### src/rtl/pipelined_vector_decoder_if.sv
// Handshake and decoded micro-op bundle between fetch, decode and register-read.
interface pipelined_vector_decoder_if #(
   parameter int unsigned INSTR_W = 16,
   parameter int unsigned REG_W   = 4,
   parameter int unsigned BEATS   = 4
);
   localparam int unsigned IMM_W  = INSTR_W - 4 - REG_W;
   localparam int unsigned BEAT_W = $clog2(BEATS);

   // Fetch side
   logic               in_valid;
   logic               in_ready;
   logic [INSTR_W-1:0] instruction;
   logic               flush;

   // Register-read side
   logic               out_valid;
   logic               out_ready;
   logic               MemoryWrite;
   logic               RegWriteEn;
   logic [1:0]         WriteRegFrom;
   logic [REG_W-1:0]   RegToWrite;
   logic [REG_W-1:0]   RegSrcA;
   logic [REG_W-1:0]   RegSrcB;
   logic [IMM_W-1:0]   Immediate;
   logic               IsVector;
   logic [BEAT_W-1:0]  Beat;
   logic               LastBeat;
   logic               IllegalOp;

   // Environment side: drives instructions and consumes micro-ops
   modport master (
      output in_valid, instruction, flush, out_ready,
      input  in_ready, out_valid, MemoryWrite, RegWriteEn, WriteRegFrom, RegToWrite,
             RegSrcA, RegSrcB, Immediate, IsVector, Beat, LastBeat, IllegalOp
   );

   // Decode stage side
   modport slave (
      input  in_valid, instruction, flush, out_ready,
      output in_ready, out_valid, MemoryWrite, RegWriteEn, WriteRegFrom, RegToWrite,
             RegSrcA, RegSrcB, Immediate, IsVector, Beat, LastBeat, IllegalOp
   );
endinterface

### src/rtl/pipelined_vector_decoder.sv
// Registered decode stage: scalar ops issue one micro-op, vector ops expand into
// BEATS micro-ops (one per lane group) while fetch is stalled.
module pipelined_vector_decoder #(
   parameter int unsigned INSTR_W = 16,
   parameter int unsigned REG_W   = 4,
   parameter int unsigned BEATS   = 4
) (
   input logic                    clk,
   input logic                    rst,
   pipelined_vector_decoder_if.slave bus
);
   localparam int unsigned IMM_W  = INSTR_W - 4 - REG_W;
   localparam int unsigned BEAT_W = $clog2(BEATS);
   localparam logic [BEAT_W-1:0] LAST_BEAT = BEAT_W'(BEATS - 1);

   typedef enum logic [1:0] {StIdle, StHold, StExpand} state_e;

   typedef struct packed {
      logic       reg_we;
      logic       mem_we;
      logic [1:0] wr_from;
      logic       is_vec;
      logic       illegal;
   } decode_t;

   // Opcode table; anything not listed is illegal with all enables low.
   function automatic decode_t decode_op(input logic [3:0] op);
      decode_t d;
      d = '0;
      case (op)
         4'h0: ;
         4'h1, 4'h2, 4'h5: d.reg_we = 1'b1;
         4'h3: begin d.reg_we = 1'b1; d.wr_from = 2'b10; end
         4'h4: d.mem_we = 1'b1;
         4'h8: begin d.reg_we = 1'b1; d.wr_from = 2'b11; d.is_vec = 1'b1; end
         4'h9: begin d.reg_we = 1'b1; d.wr_from = 2'b10; d.is_vec = 1'b1; end
         4'hA: begin d.mem_we = 1'b1; d.is_vec = 1'b1; end
         4'hF: begin d.reg_we = 1'b1; d.wr_from = 2'b01; end
         default: d.illegal = 1'b1;
      endcase
      return d;
   endfunction

   state_e              state_q, state_d;
   logic [INSTR_W-1:0]  instr_q;
   logic [BEAT_W-1:0]   beat_q, beat_d;
   logic                accept;
   logic                out_valid;
   logic                in_is_vec;
   decode_t             held;
   logic [IMM_W-1:0]    imm;

   assign out_valid   = (state_q != StIdle);
   assign bus.in_ready = (state_q != StExpand) && (!out_valid || bus.out_ready) && !bus.flush;
   assign accept      = bus.in_valid && bus.in_ready;
   assign in_is_vec   = decode_op(bus.instruction[INSTR_W-1 -: 4]).is_vec;

   // State register
   always_ff @(posedge clk or posedge rst) begin
      if (rst) state_q <= StIdle;
      else     state_q <= state_d;
   end

   // Next-state and beat counter; flush wins over everything else
   always_comb begin
      state_d = state_q;
      beat_d  = beat_q;
      if (bus.flush) begin
         state_d = StIdle;
         beat_d  = '0;
      end else begin
         case (state_q)
            StIdle: begin
               if (accept) begin
                  state_d = in_is_vec ? StExpand : StHold;
                  beat_d  = '0;
               end
            end
            StHold: begin
               if (bus.out_ready) begin
                  if (accept) begin
                     state_d = in_is_vec ? StExpand : StHold;
                     beat_d  = '0;
                  end else begin
                     state_d = StIdle;
                     beat_d  = '0;
                  end
               end
            end
            StExpand: begin
               if (bus.out_ready) begin
                  beat_d = beat_q + 1'b1;
                  if (beat_d == LAST_BEAT) state_d = StHold;
               end
            end
            default: begin
               state_d = StIdle;
               beat_d  = '0;
            end
         endcase
      end
   end

   // Held instruction and beat index
   always_ff @(posedge clk or posedge rst) begin
      if (rst) begin
         instr_q <= '0;
         beat_q  <= '0;
      end else begin
         beat_q <= beat_d;
         if (accept) instr_q <= bus.instruction;
      end
   end

   assign held = decode_op(instr_q[INSTR_W-1 -: 4]);
   assign imm  = instr_q[IMM_W-1:0];

   // Micro-op outputs, all held at zero while no micro-op is valid
   always_comb begin
      bus.out_valid    = out_valid;
      bus.MemoryWrite  = 1'b0;
      bus.RegWriteEn   = 1'b0;
      bus.WriteRegFrom = 2'b00;
      bus.RegToWrite   = '0;
      bus.RegSrcA      = '0;
      bus.RegSrcB      = '0;
      bus.Immediate    = '0;
      bus.IsVector     = 1'b0;
      bus.Beat         = '0;
      bus.LastBeat     = 1'b0;
      bus.IllegalOp    = 1'b0;
      if (out_valid) begin
         bus.MemoryWrite  = held.mem_we;
         bus.RegWriteEn   = held.reg_we;
         bus.WriteRegFrom = held.wr_from;
         bus.RegToWrite   = instr_q[INSTR_W-5 -: REG_W];
         bus.RegSrcA      = imm[2*REG_W-1:REG_W];
         bus.RegSrcB      = imm[REG_W-1:0];
         bus.Immediate    = imm;
         bus.IsVector     = held.is_vec;
         bus.Beat         = beat_q;
         bus.LastBeat     = (state_q == StHold);
         bus.IllegalOp    = held.illegal;
      end
   end
endmodule

### src/flat_wrapper.sv
// flat-port wrapper written by rule: the top's interface ports become plain ports
module pipelined_vector_decoder_flat 
#(
   parameter int unsigned INSTR_W = 16,
   parameter int unsigned REG_W   = 4,
   parameter int unsigned BEATS   = 4
)
  (clk, rst, bus_in_valid, bus_instruction, bus_flush, bus_out_ready, bus_in_ready, bus_out_valid, bus_MemoryWrite, bus_RegWriteEn, bus_WriteRegFrom, bus_RegToWrite, bus_RegSrcA, bus_RegSrcB, bus_Immediate, bus_IsVector, bus_Beat, bus_LastBeat, bus_IllegalOp);
  pipelined_vector_decoder_if #(.INSTR_W(INSTR_W), .REG_W(REG_W), .BEATS(BEATS)) bus_i ();
  input logic clk;
  input logic rst;
  input wire logic [$bits(bus_i.in_valid)-1:0] bus_in_valid;
  input wire logic [$bits(bus_i.instruction)-1:0] bus_instruction;
  input wire logic [$bits(bus_i.flush)-1:0] bus_flush;
  input wire logic [$bits(bus_i.out_ready)-1:0] bus_out_ready;
  output wire logic [$bits(bus_i.in_ready)-1:0] bus_in_ready;
  output wire logic [$bits(bus_i.out_valid)-1:0] bus_out_valid;
  output wire logic [$bits(bus_i.MemoryWrite)-1:0] bus_MemoryWrite;
  output wire logic [$bits(bus_i.RegWriteEn)-1:0] bus_RegWriteEn;
  output wire logic [$bits(bus_i.WriteRegFrom)-1:0] bus_WriteRegFrom;
  output wire logic [$bits(bus_i.RegToWrite)-1:0] bus_RegToWrite;
  output wire logic [$bits(bus_i.RegSrcA)-1:0] bus_RegSrcA;
  output wire logic [$bits(bus_i.RegSrcB)-1:0] bus_RegSrcB;
  output wire logic [$bits(bus_i.Immediate)-1:0] bus_Immediate;
  output wire logic [$bits(bus_i.IsVector)-1:0] bus_IsVector;
  output wire logic [$bits(bus_i.Beat)-1:0] bus_Beat;
  output wire logic [$bits(bus_i.LastBeat)-1:0] bus_LastBeat;
  output wire logic [$bits(bus_i.IllegalOp)-1:0] bus_IllegalOp;
  assign bus_i.in_valid = bus_in_valid;
  assign bus_i.instruction = bus_instruction;
  assign bus_i.flush = bus_flush;
  assign bus_i.out_ready = bus_out_ready;
  assign bus_in_ready = bus_i.in_ready;
  assign bus_out_valid = bus_i.out_valid;
  assign bus_MemoryWrite = bus_i.MemoryWrite;
  assign bus_RegWriteEn = bus_i.RegWriteEn;
  assign bus_WriteRegFrom = bus_i.WriteRegFrom;
  assign bus_RegToWrite = bus_i.RegToWrite;
  assign bus_RegSrcA = bus_i.RegSrcA;
  assign bus_RegSrcB = bus_i.RegSrcB;
  assign bus_Immediate = bus_i.Immediate;
  assign bus_IsVector = bus_i.IsVector;
  assign bus_Beat = bus_i.Beat;
  assign bus_LastBeat = bus_i.LastBeat;
  assign bus_IllegalOp = bus_i.IllegalOp;
  pipelined_vector_decoder #(.INSTR_W(INSTR_W), .REG_W(REG_W), .BEATS(BEATS)) u_core (.clk(clk), .rst(rst), .bus(bus_i));
endmodule
### config.mk
export PLATFORM = sky130hd
export DESIGN_NAME = pipelined_vector_decoder_flat
export DESIGN_NICKNAME = d
export VERILOG_FILES = /design/src/rtl/pipelined_vector_decoder_if.sv /design/src/rtl/pipelined_vector_decoder.sv /design/src/flat_wrapper.sv
export SDC_FILE = /design/constraint.sdc
export NUM_CORES = 1
export LEC_CHECK = 0
export BUFFER_PORTS_ARGS = -buffer_cell sky130_fd_sc_hd__buf_2
export CORE_ASPECT_RATIO = 0.6
export CORE_MARGIN = 3
export CORE_UTILIZATION = 42
export CTS_BUF_LIST = sky130_fd_sc_hd__clkbuf_16
export CTS_CLUSTER_DIAMETER = 80
export DETAILED_ROUTE_END_ITERATION = 6
export PLACE_DENSITY_LB_ADDON = 0.12
export SYNTH_ARGS = -nofsm -noshare
export SYNTH_HDL_FRONTEND = slang
export SYNTH_SLANG_ARGS = --single-unit
### constraint.sdc
create_clock -name clk -period 1.7 [get_ports clk]
set_clock_uncertainty 0.05 [all_clocks]
set_input_delay 0.17 -clock clk [delete_from_list [all_inputs] [get_ports clk]]
set_output_delay 0.17 -clock clk [all_outputs]
set_load 0.03 [all_outputs]
Yosys cells after proc, flatten, opt, wreduce, memory -nomap -nowiden
Index checks and enable logic that the tools add are counted.
{"block": "op_classes", "addsub": 1, "eq_ne": 20, "mux": 30, "n_reduce_logical": 17}
{"operator": "$eq A4 B4 Y1 const B", "count": 7}
{"operator": "$mux W2", "count": 13}
{"operator": "$pmux W2 S3", "count": 3}
{"operator": "$mux W4", "count": 3}
{"operator": "$mux W1", "count": 10}
{"operator": "$reduce_or A10 Y1", "count": 1}
{"operator": "$eq A4 B2 Y1 const B", "count": 2}
{"operator": "$eq A4 B3 Y1 const B", "count": 2}
{"operator": "$mux W8", "count": 1}
{"operator": "$reduce_or A7 Y1", "count": 1}
{"operator": "$ne A3 B2 Y1 const B", "count": 2}
{"operator": "$ne A3 B3 Y1 const B", "count": 2}
{"operator": "$reduce_or A3 Y1", "count": 2}
{"operator": "$eq A2 B2 Y1 const B", "count": 2}
{"operator": "$eq A4 B1 Y1 const B", "count": 1}
{"operator": "$logic_not A4 Y1", "count": 1}
{"operator": "$reduce_and A4 Y1", "count": 1}
{"operator": "$reduce_or A2 Y1", "count": 2}
{"operator": "$logic_and A1 B1 Y1", "count": 3}
{"operator": "$reduce_and A3 Y1", "count": 1}
{"operator": "$add A2 B1 Y2 const B", "count": 1}
{"operator": "$eq A2 B1 Y1 const B", "count": 1}
{"operator": "$logic_not A1 Y1", "count": 2}
{"operator": "$logic_not A2 Y1", "count": 1}
{"operator": "other kinds (3)", "count": 3}
{"block": "word_totals", "ff_bits": 20, "inputBits": 21, "out_inout_bits": 31}

Depth between registers and ports, before layout
Gate-level depths: netlist (run 1).
{"block": "depth", "ltp_word": 10, "depth_mapped": 7, "depth_no_buf": 6}

Least setup slack after synthesis (run 1)
No wires, ideal clock.
{"block": "synth_timing", "path_type": "flip-flop to output port", "start": "register u_core.state_q[1]", "end": "output bus_RegSrcA[0]", "arrival_ns": 1.642, "required_time_ns": 1.480, "path_slack_ns": -0.162, "path_stages_with_launch": 7, "path_buffers": 3, "path_cell_list": "dfrtp_1 > buf_6 > nor2_8 > inv_4 > clkbuf_1 > and2_1 > buf_4"}
{"block": "synth_between", "elab_chain_cells": 2}
{"element": "from (decl)", "line_no": "pipelined_vector_decoder.sv:44", "rtl": "state_e state_q, state_d;"}
{"element": "from (signal assigned)", "line_no": "pipelined_vector_decoder.sv:60", "rtl": "if (rst) state_q <= StIdle;"}
{"element": "from (signal assigned)", "line_no": "pipelined_vector_decoder.sv:61", "rtl": "else state_q <= state_d;"}
{"element": "$reduce_bool A2 Y1", "line_no": "pipelined_vector_decoder.sv:53", "rtl": "assign out_valid = (state_q != StIdle);"}
{"element": "via bus_out_valid", "line_no": "flat_wrapper.sv:17", "rtl": "output wire logic [$bits(bus_i.out_valid)-1:0] bus_out_valid;"}
{"element": "$mux W4", "line_no": "pipelined_vector_decoder.sv:132", "rtl": "if (out_valid) begin"}
{"element": "to (decl)", "line_no": "flat_wrapper.sv:22", "rtl": "output wire logic [$bits(bus_i.RegSrcA)-1:0] bus_RegSrcA;"}
The timed path passes the listed nets, and every way through them passes these cells.

Worst setup path in the final report (run 1)
{"block": "layout_timing", "start": "register u_core.instr_q[13]", "end": "output bus_WriteRegFrom[0]"}
{"block": "layout_between", "elab_chain_cells": 4, "elab_cells_between_ends": 7, "cone_classes": "4 x eq/ne; 2 x mux; 1 x reduce/logical"}
{"element": "from (decl)", "line_no": "pipelined_vector_decoder.sv:45", "rtl": "logic [INSTR_W-1:0] instr_q;"}
{"element": "from (signal assigned)", "line_no": "pipelined_vector_decoder.sv:111", "rtl": "if (accept) instr_q <= bus.instruction;"}
{"element": "$eq A4 B2 Y1 or $eq A4 B4 Y1 (tied branches)", "line_no": "pipelined_vector_decoder.sv:30", "rtl": "case (op)"}
{"element": "$reduce_or A2 Y1 (no source line)"}
{"element": "$pmux W2 S3 (*)", "line_no": "pipelined_vector_decoder.sv:30"}
{"element": "$mux W2 (*)", "line_no": "pipelined_vector_decoder.sv:132"}
{"element": "to (decl)", "line_no": "flat_wrapper.sv:20", "rtl": "output wire logic [$bits(bus_i.WriteRegFrom)-1:0] bus_WriteRegFrom;"}
Mark *: on every way between the ends. The rest lies on a longest branch, timed or not.

==> flow_summary_export.csv, run 1 <==
group,metric,value,unit
grt,grt_most_used_layer,"met2",
pwr,seq_pwr_share,29.2,%
setup_path,timing.critical_path.slowest_cell_delay,0.46,ns
grt,grt_antenna_before_repair,0,
timing,final-hold-violation-count,0,
pwr,vdd_drop_max,1020,µV
detailed_routing,routed_wirelength,2830,µm
timing,worstMarginPinSlew,0.319,ns
setup_path,cp_cell_sequence,"or3_4 > a21oi_1 > buf_4",
placed_design,port_buffers,51,
detailed_routing,detail_route.first_pass.iterations,4,
synth,number_of_synthesized_flops_with_an_enable_pin,0,
detailed_routing,drt-wirelength-per-cell,13.7,µm
final_layout,antenna-diode-count,0,
placed_design,placed_cells_incl_taps,201,
setup_path,critPathArrivalTime,1.45,ns
setup_path,crit_fanout,10,
floorplanning,initial_utilization,46.3,%
flow_run,max-cap-violations,0,
pwr,power_frac_comb,54.6,%
final_layout,layoutNonFillerInstCount,206,
detailed_routing,num_vias,1007,
grt,grt_use_met2,24.9,%
floorplanning,dieArea,3620,µm²
placed_design,postPlaceCellArea,1470,µm²
pwr,net_switching_power_figure,1.32,mW
placed_design,place.detailed.hpwl,2040,µm
synth,postSynthNetCount,143,
synth,syn-mean-instance-area,10.1,µm²
final_layout,final_area,1590,µm²
timing,smallest_hold_slack,0.0877,ns
setup_path,critical_path_s_top_delay_family,"flip-flops",
setup_path,crit_path_top_delay_cell,"sky130_fd_sc_hd__dfrtp_2",
grt,sum_of_overflow_across_all_layers_after_global_routing,0,
detailed_routing,drt-vias-per-instance,4.89,
synth,synth-async-reset-ratio,100,%
detailed_routing,drc_errors,0,
timing,period_minus_slack,1.67,ns
timing,period_share,98.2,%
status,status,"completed",
floorplanning,die_w,75.7,µm
synth,ys_ff_latch,20,
detailed_routing,drt_iter0_drc,82,
pwr,totalPowerFinal,2.91,mW
grt,pin_count_of_the_biggest_net_entering_global_routing,21,
pwr,p_sw_share,45.3,%
placed_design,globalplace.congestion,0.812,
setup_path,worstPathBufferInverterCount,1,
setup_path,path_class,"register to primary output",
grt,grt_pass1_vias,904,
clock_network,ctsRootBufferMaster,"sky130_fd_sc_hd__clkbuf_16",
final_layout,drive_above_1_share,50.6,%
final_layout,final_nets,190,
timing,final-max-slew-violation-count,0,
grt,grt.total_usage,15.7,%
final_layout,syn_to_final_growth,29.9,%
worst_hold_path,timing.hold.worst.class,"input port to register",
floorplanning,coreArea,2650,µm²
setup_path,start_kind,"register",
clock_network,cts_tree,"yes",
synth,instance_count_of_the_mapped_netlist,121,
final_layout,final_util,60.1,%
timing,worst_slew_margin_rel,78.7,%
clock_network,path_clk_slew,0.05,ns
floorplanning,core.rowCount,14,
timing,final.setup.worst_slack,0.0299,ns
final_layout,most_common_cell_after_layout_fill_and_taps_aside,"sky130_fd_sc_hd__buf_2",
grt,grt_util_met1,21.4,%
pwr,p_clk_share,16.3,%
synth,synth.distinct_cells,32,
final_layout,num-fill-cells,220,
grt,global_route_track_usage_on_met3,6.29,%
final_layout,layout_common_cells,"sky130_fd_sc_hd__buf_2, sky130_fd_sc_hd__mux2_2, sky130_fd_sc_hd__dfrtp_1",
synth,dominantRegCellSynth,"sky130_fd_sc_hd__dfrtp_1",
clock_network,tritoncts_num_sinks,20,
synth,syn-cell-area,1220,µm²
grt,grt_pass1_wl,4180,µm
setup_path,worst_setup_path_end_kind,"primary output",
detailed_routing,postRouteAntennaNets,0,
timing,grt_setup_unrepaired,"true",
synth,synth_top_area_share,40.9,%
synth,synth_area_leader_cell,"sky130_fd_sc_hd__dfrtp_1",
setup_path,critPathRequiredTime,1.48,ns
pwr,power_per_cell_area,1830,nW/µm²
synth,synth-seq-area-share,40.9,%
timing,setup_viol,0,
placed_design,pre_cts_slack,0.0438,ns
clock_network,worst_skew_pair.late_latency,0.25,ns
clock_network,ctsLongestPathBuffers,2,
clock_network,htree_num_levels,1,
timing,setup-tns-final,0,ns
pwr,intPower,1.59,mW
synth,yosys_warnings,0,
timing,max_freq,0.599,GHz
synth,ys_top_cells_by_area,"sky130_fd_sc_hd__dfrtp_1, sky130_fd_sc_hd__mux2_2, sky130_fd_sc_hd__and2_1",
floorplanning,pin_count,52,
pwr,cellLeakagePower,0.765,nW
clock_network,cts_buffers,3,
floorplanning,floorplan.die.height,47.8,µm
setup_path,ff2ff_setup_slack,0.07,ns
[final timing paths]
| kind | startpoint | end | cells past startpoint |
|---|---|---|---|
| max in group asynchronous | rst | u_core.state_q[1]$_DFFE_PP0P_ | 4 |
| hold / removal | bus_instruction[0] | u_core.instr_q[0]$_DFFE_PP0P_ | 2 |
| min in group asynchronous | rst | u_core.instr_q[10]$_DFFE_PP0P_ | 4 |
| setup reg to reg | u_core.state_q[1]$_DFFE_PP0P_ | u_core.instr_q[6]$_DFFE_PP0P_ | 5 |
| setup / recovery | u_core.instr_q[13]$_DFFE_PP0P_ | bus_WriteRegFrom[0] | 3 |
| hold reg to reg | u_core.instr_q[0]$_DFFE_PP0P_ | u_core.instr_q[0]$_DFFE_PP0P_ | 1 |
[worst register-to-register path, stage by stage, from the launching register on]
cell                       delay [ns]
sky130_fd_sc_hd__dfrtp_2         0.44
sky130_fd_sc_hd__nor2_8          0.17
sky130_fd_sc_hd__inv_4           0.06
sky130_fd_sc_hd__a211oi_4        0.24
sky130_fd_sc_hd__buf_12          0.20
sky130_fd_sc_hd__mux2_2          0.36
[state kept, by name, indices dropped and copies added (netlist names)]
register / flops
u_core.beat_q: 2
u_core.instr_q: 16
u_core.state_q: 2
[power groups by stage]
stage | clock, mW | sequential, mW | combinational, mW
6_report | 0.473 | 0.849 | 1.59
2_1_floorplan | 0 | 0.724 | 1.34
3_3_place_gp | 0 | 0.830 | 1.51
4_1_cts | 0.484 | 0.836 | 1.57
3_5_place_dp | 0 | 0.838 | 1.54
5_1_grt | 0.504 | 0.882 | 1.70
[cell usage after synthesis (all sizes together), types with 4 or more instances]
cell type	number
and2	13
nand2	6
buf	11
dfrtp	20
inv	7
nor2	7
nor3	4
a21oi	6
mux2	16
clkbuf	5
[kinds of logic (layout without fill, tap and decap cells)]
family / after synthesis / in the layout / share of synthesized area, %
DFF: 20 / 20 / 40.9
AOI/OAI and AO/OA: 20 / 20 / 12.3
muxes: 17 / 17 / 15.5
buffers and inverters: 23 / 68 / 11.3
adders and majority gates: 1 / 1 / 1.02
xor gates and xnor gates: 1 / 1 / 0.716
and+or+nand+nor: 39 / 39 / 18.2
[layout make-up]
class                      instances  area [µm²]  area share, %
timing repair buffer              58         338           21.3
multi-input combinational         78         589           37.1
inverter                           7        28.8           1.81
tap                               40        50.0           3.15
sequential                        20         508           32.0
clock buffer                       3        75.1           4.72
[routing by layer]
metal	wire, µm	vias up
li1	-	505
met1	1290	469
met2	1340	33
met3	198	0
met4	0	0
met5	0	-
[repair_timing]
action / in CTS / in global routing
hold endpoints to repair: 20 / 0
setup endpoints to repair: 18 / 5
resized for setup: 5 / 8
setup buffers: 1 / 0
pin swaps: 0 / 0
hold buffers: 1 / 0
No activity file was read; power rests on OpenSTA's default activity.
==> run 2, diff against run 1 <==
PLACE_DENSITY = 0.86   (was default)
PLACE_DENSITY_LB_ADDON = default   (was 0.12)
clock period = 1.45 ns   (was 1.7 ns; I/O delays follow)
==> run 2 against run 1 <==
Compared with the run above:
- the run now ends with setup timing left
- die area unchanged
- first-iteration DRC count down 57%
- global-route usage up 4.6 points
==> flow_summary_export.csv, run 2 (synthesis results as in run 1) <==
group,metric,value,unit
status,status,"complete, but fails checks",
status,failed_checks,"setup timing",
final_layout,layout_common_cells,"sky130_fd_sc_hd__buf_6, sky130_fd_sc_hd__buf_2, sky130_fd_sc_hd__buf_4",
setup_path,critical_path_s_top_delay_family,"flip-flops",
pwr,totalPowerFinal,4.45,mW
floorplanning,coreArea,2650,µm²
timing,max_freq,0.630,GHz
flow_run,max-cap-violations,0,
timing,final-hold-violation-count,0,
timing,worst_slew_margin_rel,82.2,%
setup_path,critPathRequiredTime,1.53,ns
final_layout,final_nets,202,
setup_path,timing.critical_path.slowest_cell_delay,0.45,ns
floorplanning,floorplan.die.height,47.8,µm
clock_network,htree_num_levels,1,
detailed_routing,detail_route.first_pass.iterations,4,
floorplanning,core.rowCount,14,
grt,grt_pass1_wl,5380,µm
placed_design,postPlaceCellArea,1540,µm²
clock_network,cts_buffers,3,
floorplanning,dieArea,3620,µm²
final_layout,final_util,76.3,%
clock_network,ctsRootBufferMaster,"sky130_fd_sc_hd__clkbuf_16",
clock_network,ctsLongestPathBuffers,2,
setup_path,path_class,"register to register",
timing,worstMarginPinSlew,0.265,ns
placed_design,port_buffers,51,
floorplanning,initial_utilization,46.3,%
detailed_routing,drt-wirelength-per-cell,15.4,µm
placed_design,globalplace.congestion,0.821,
timing,period_share,109,%
clock_network,path_clk_slew,0.06,ns
final_layout,final_area,2020,µm²
final_layout,antenna-diode-count,0,
timing,setup_viol,44,
final_layout,num-fill-cells,156,
clock_network,tritoncts_num_sinks,20,
detailed_routing,drt_iter0_drc,35,
detailed_routing,num_vias,1130,
final_layout,syn_to_final_growth,64.8,%
timing,final.setup.worst_slack,-0.138,ns
placed_design,place.detailed.hpwl,2150,µm
setup_path,worstPathBufferInverterCount,2,
final_layout,number_of_flip_flops_in_the_largest_register,16,
clock_network,worst_skew_pair.late_latency,0.25,ns
final_layout,drive_above_1_share,69.8,%
timing,final-max-slew-violation-count,0,
detailed_routing,drt-vias-per-instance,5.16,
setup_path,start_kind,"register",
floorplanning,die_w,75.7,µm
grt,sum_of_overflow_across_all_layers_after_global_routing,0,
setup_path,crit_fanout,11,
final_layout,top_register,"u_core.instr_q",
pwr,power_per_cell_area,2210,nW/µm²
setup_path,crit_path_top_delay_cell,"sky130_fd_sc_hd__dfrtp_2",
clock_network,cts_tree,"yes",
grt,grt_pass1_vias,1114,
setup_path,worst_setup_path_end_kind,"register",
grt,grt_antenna_before_repair,0,
timing,grt_setup_unrepaired,"true",
detailed_routing,drc_errors,0,
pwr,vdd_drop_max,1540,µV
setup_path,cp_cell_sequence,"nor2_8 > inv_4 > a211oi_4 > buf_6 > mux2_2",
detailed_routing,routed_wirelength,3370,µm
worst_hold_path,timing.hold.worst.class,"input port to register",
grt,pin_count_of_the_biggest_net_entering_global_routing,21,
floorplanning,pin_count,52,
final_layout,multi_input_comb_area,749,µm²
final_layout,biggestRegsByFlops,"u_core.instr_q: 16 flops, u_core.beat_q: 2 flops, u_core.state_q: 2 flops",
pwr,cellLeakagePower,0.933,nW
grt,grt.total_usage,20.3,%
final_layout,final-seq-area,508,µm²
detailed_routing,postRouteAntennaNets,0,
final_layout,most_common_cell_after_layout_fill_and_taps_aside,"sky130_fd_sc_hd__buf_6",
timing,period_minus_slack,1.59,ns
setup_path,critPathArrivalTime,1.67,ns
[run 2: cell types whose count changed in the layout (fill, tap and decap cells not counted), sizes merged]
cell / delta
buf: +12
clkinv: +1
[run 2: timing repair]
| action | in CTS | in global routing |
|---|---|---|
| pin swaps | 3 | 9 |
| hold buffers | 1 | 0 |
| gates resized for setup | 92 | 16 |
| setup buffers | 4 | 2 |
| hold endpoints to repair | 20 | 0 |
| setup endpoints to repair | 47 | 47 |
[run 2: power breakdown]
part	internal [mW]	total [mW]	switching [mW]
logic	1.42	2.86	1.44
clock network	0.367	0.565	0.198
registers	0.790	1.02	0.232
[run 2: metal layers]
metal  share of wire (%)  global-route usage, %  vias up
li1                    -                      -      523
met1                  41                   25.8      548
met2                  51                   35.8       53
met3                 7.3                   4.40        6
met4                 1.4                   5.57        0
met5                   0                      0        -
[run 2: cell type report]
type,instances,share of cell area (%)
Clock inverter,1,0.186
Inverter,7,1.43
Tap cell,40,2.48
Multi-Input combinational cell,78,37.2
Timing Repair Buffer,70,29.8
Clock buffer,3,3.72
Sequential cell,20,25.2
[run 2: worst paths after layout]
path | from | slack, ns | depth (start not counted) | endpoint
setup reg to reg | u_core.state_q[1]$_DFFE_PP0P_ | -0.14 | 5 | u_core.instr_q[3]$_DFFE_PP0P_
min in group asynchronous | rst | 0.41 | 4 | u_core.instr_q[5]$_DFFE_PP0P_
setup / recovery | u_core.state_q[1]$_DFFE_PP0P_ | -0.14 | 5 | u_core.instr_q[3]$_DFFE_PP0P_
max in group asynchronous | rst | 0.72 | 4 | u_core.state_q[0]$_DFFE_PP0P_
hold / removal | bus_instruction[0] | 0.07 | 2 | u_core.instr_q[0]$_DFFE_PP0P_
hold reg to reg | u_core.instr_q[11]$_DFFE_PP0P_ | 0.47 | 1 | u_core.instr_q[11]$_DFFE_PP0P_
[run 2: stage by stage]
step / setup TNS, ns / setup slack [ns] / cells / hold slack (ns)
after floorplan: -5.08 / -0.341 / 121 / 0.0588
after global placement: -1.36 / -0.0994 / 209 / 0.121
after detailed placement: -2.51 / -0.177 / 209 / 0.134
after CTS: -3.65 / -0.121 / 218 / 0.0728
after global routing: -6.15 / -0.203 / 219 / 0.0773
final: -3.95 / -0.138 / 219 / 0.0730
==> run 3, diff against run 2 <==
CORE_UTILIZATION = 47   (was 42)
PLACE_DENSITY = 0.9   (was 0.86)
clock period = 1.7 ns   (was 1.45 ns; I/O delays follow)
==> run 3 against run 2 <==
Compared with the run above:
- the flow now finishes without violations
- hold slack improved by 0.020 ns
- total power is 30% lower
- die area fell by 9.6%
- sequential share of layout area grew 6.1 points
- critical path type is now register to primary output
- largest power group unchanged
==> flow_summary_export.csv, run 3 (synthesis results as in run 1) <==
group,metric,value,unit
status,status,"completed",
floorplanning,floorplan.die.height,45.5,µm
pwr,net_switching_power_figure,1.35,mW
detailed_routing,drt-vias-per-instance,5.22,
pwr,cellLeakagePower,0.793,nW
pwr,p_sw_share,43.2,%
floorplanning,die_w,71.9,µm
final_layout,syn_to_final_growth,32.8,%
setup_path,crit_path_top_delay_cell,"sky130_fd_sc_hd__dfrtp_2",
detailed_routing,postRouteAntennaNets,0,
timing,final.setup.worst_slack,0.0599,ns
grt,grt.total_usage,17.7,%
final_layout,final_nets,193,
timing,final-hold-violation-count,0,
setup_path,worst_r2r_path_depth,5,
timing,setup_viol,0,
pwr,intPower,1.78,mW
floorplanning,dieArea,3270,µm²
clock_network,ctsRootBufferMaster,"sky130_fd_sc_hd__clkbuf_16",
grt,pin_count_of_the_biggest_net_entering_global_routing,21,
detailed_routing,num_vias,1044,
clock_network,cts_buffers,3,
pwr,power_frac_comb,52.5,%
grt,grt_pass1_vias,941,
setup_path,timing.critical_path.slowest_cell_delay,0.41,ns
setup_path,cp_cell_sequence,"buf_6 > nand2_1 > mux2_2 > nor3_2 > buf_4",
setup_path,start_kind,"register",
timing,final-max-slew-violation-count,0,
grt,grt_antenna_before_repair,0,
timing,smallest_hold_slack,0.0935,ns
clock_network,htree_num_levels,1,
placed_design,pre_cts_slack,0.0610,ns
clock_network,cts_tree,"yes",
placed_design,globalplace.congestion,0.806,
final_layout,drive_above_1_share,52.4,%
placed_design,port_buffers,51,
clock_network,worst_skew_pair.late_latency,0.25,ns
final_layout,number_of_flip_flops_in_the_largest_register,16,
worst_hold_path,worst_hold_path.num_cells,2,
placed_design,place.detailed.hpwl,2040,µm
setup_path,critPathRequiredTime,1.48,ns
setup_path,path_class,"register to primary output",
setup_path,critical_path_s_top_delay_family,"flip-flops",
pwr,seq_pwr_share,27.0,%
setup_path,worst_setup_path_end_kind,"primary output",
detailed_routing,drt_iter0_drc,27,
timing,worstMarginPinSlew,0.337,ns
final_layout,top_register,"u_core.instr_q",
detailed_routing,drt-wirelength-per-cell,14.3,µm
pwr,power_per_cell_area,1920,nW/µm²
floorplanning,initial_utilization,53.0,%
pwr,vdd_drop_max,1250,µV
setup_path,ff2ff_setup_slack,0.12,ns
grt,grt_pass1_wl,4360,µm
timing,worst_slew_margin_rel,77.5,%
setup_path,critical_path.reg2reg.endpoint,"u_core.instr_q[2]$_DFFE_PP0P_",
clock_network,ctsLongestPathBuffers,2,
floorplanning,coreArea,2310,µm²
detailed_routing,routed_wirelength,2850,µm
grt,sum_of_overflow_across_all_layers_after_global_routing,0,
final_layout,final_util,70.4,%
flow_run,max-cap-violations,0,
setup_path,critPathArrivalTime,1.42,ns
placed_design,placed_cells_incl_taps,193,
setup_path,regToRegStartpoint,"u_core.state_q[1]$_DFFE_PP0P_",
worst_hold_path,min_to,"u_core.instr_q[0]$_DFFE_PP0P_",
clock_network,path_clk_slew,0.05,ns
floorplanning,core.rowCount,13,
setup_path,crit_fanout,5,
detailed_routing,detail_route.first_pass.iterations,4,
final_layout,num-fill-cells,183,
final_layout,antenna-diode-count,0,
clock_network,tritoncts_num_sinks,20,
final_layout,most_common_cell_after_layout_fill_and_taps_aside,"sky130_fd_sc_hd__buf_2",
worst_hold_path,hold_path.startpoint,"bus_instruction[0]",
timing,setup-tns-final,0,ns
final_layout,layoutNonFillerInstCount,200,
final_layout,layout_common_cells,"sky130_fd_sc_hd__buf_2, sky130_fd_sc_hd__mux2_2, sky130_fd_sc_hd__dfrtp_1",
timing,max_freq,0.610,GHz
detailed_routing,drc_errors,0,
timing,period_minus_slack,1.64,ns
setup_path,worstPathBufferInverterCount,2,
floorplanning,pin_count,52,
worst_hold_path,timing.hold.worst.class,"input port to register",
final_layout,biggestRegsByFlops,"u_core.instr_q: 16 flops, u_core.beat_q: 2 flops, u_core.state_q: 2 flops",
pwr,p_clk_share,20.5,%
timing,period_share,96.5,%
run 3: worst max path at each step:
stage	startpoint	to	slack, ns	cells after the start
final	u_core.instr_q[13]$_DFFE_PP0P_	bus_WriteRegFrom[1]	0.06	5
after detailed placement	u_core.state_q[0]$_DFFE_PP0P_	u_core.instr_q[2]$_DFFE_PP0P_	0.06	4
after CTS	u_core.state_q[1]$_DFFE_PP0P_	bus_IsVector	0.0002	6
after global routing	u_core.instr_q[13]$_DFFE_PP0P_	bus_WriteRegFrom[1]	-0.006	5
after global placement	u_core.state_q[0]$_DFFE_PP0P_	u_core.instr_q[3]$_DFFE_PP0P_	0.14	4
after floorplan	u_core.instr_q[15]$_DFFE_PP0P_	bus_WriteRegFrom[1]	-0.09	3
run 3: per-layer routing:
layer | wire [µm] | part of all wire, % | track usage, %
met3 | 257 | 9.0 | 5.95
met1 | 1220 | 43 | 22.4
met2 | 1370 | 48 | 29.9
met4 | 10 | 0.35 | 3.75
met5 | 0 | 0 | 0
run 3: through the flow:
stage	area, µm²	power (mW)
floorplan	1220	2.07
global placement	1460	2.33
detailed placement	1460	2.38
CTS	1580	3.04
global route	1630	3.30
finish	1630	3.13
run 3: power groups by stage:
| stage | Sequential [mW] | Combinational, mW | Clock [mW] |
|---|---|---|---|
| floorplan | 0.724 | 1.34 | 0 |
| global placement | 0.825 | 1.50 | 0 |
| detailed placement | 0.839 | 1.54 | 0 |
| CTS | 0.842 | 1.55 | 0.649 |
| global route | 0.868 | 1.76 | 0.677 |
| finish | 0.843 | 1.64 | 0.642 |
run 3: worst register-to-register path: cells and delay by family, from the launching register on:
family,cells,cell delay [ns]
muxes,1,0.35
AOI/OAI and AO/OA,1,0.21
and+or+nand+nor,1,0.13
DFF,1,0.44
buffers and inverters,2,0.27
run 3: cell type report:
cell class	instances	area, µm²	area share (%)
multi-input combinational	78	594	36.6
sequential	20	508	31.3
timing repair buffer	61	352	21.6
clock buffer	3	75.1	4.62
tap	30	37.5	2.31
clock inverter	1	30.0	1.85
inverter	7	28.8	1.77
run 3: repair_timing:
item	4_1_cts	5_1_grt
hold endpoints to repair	20	0
setup endpoints to repair	2	5
resized for setup	4	13
setup buffers	0	2
hold buffers	1	0
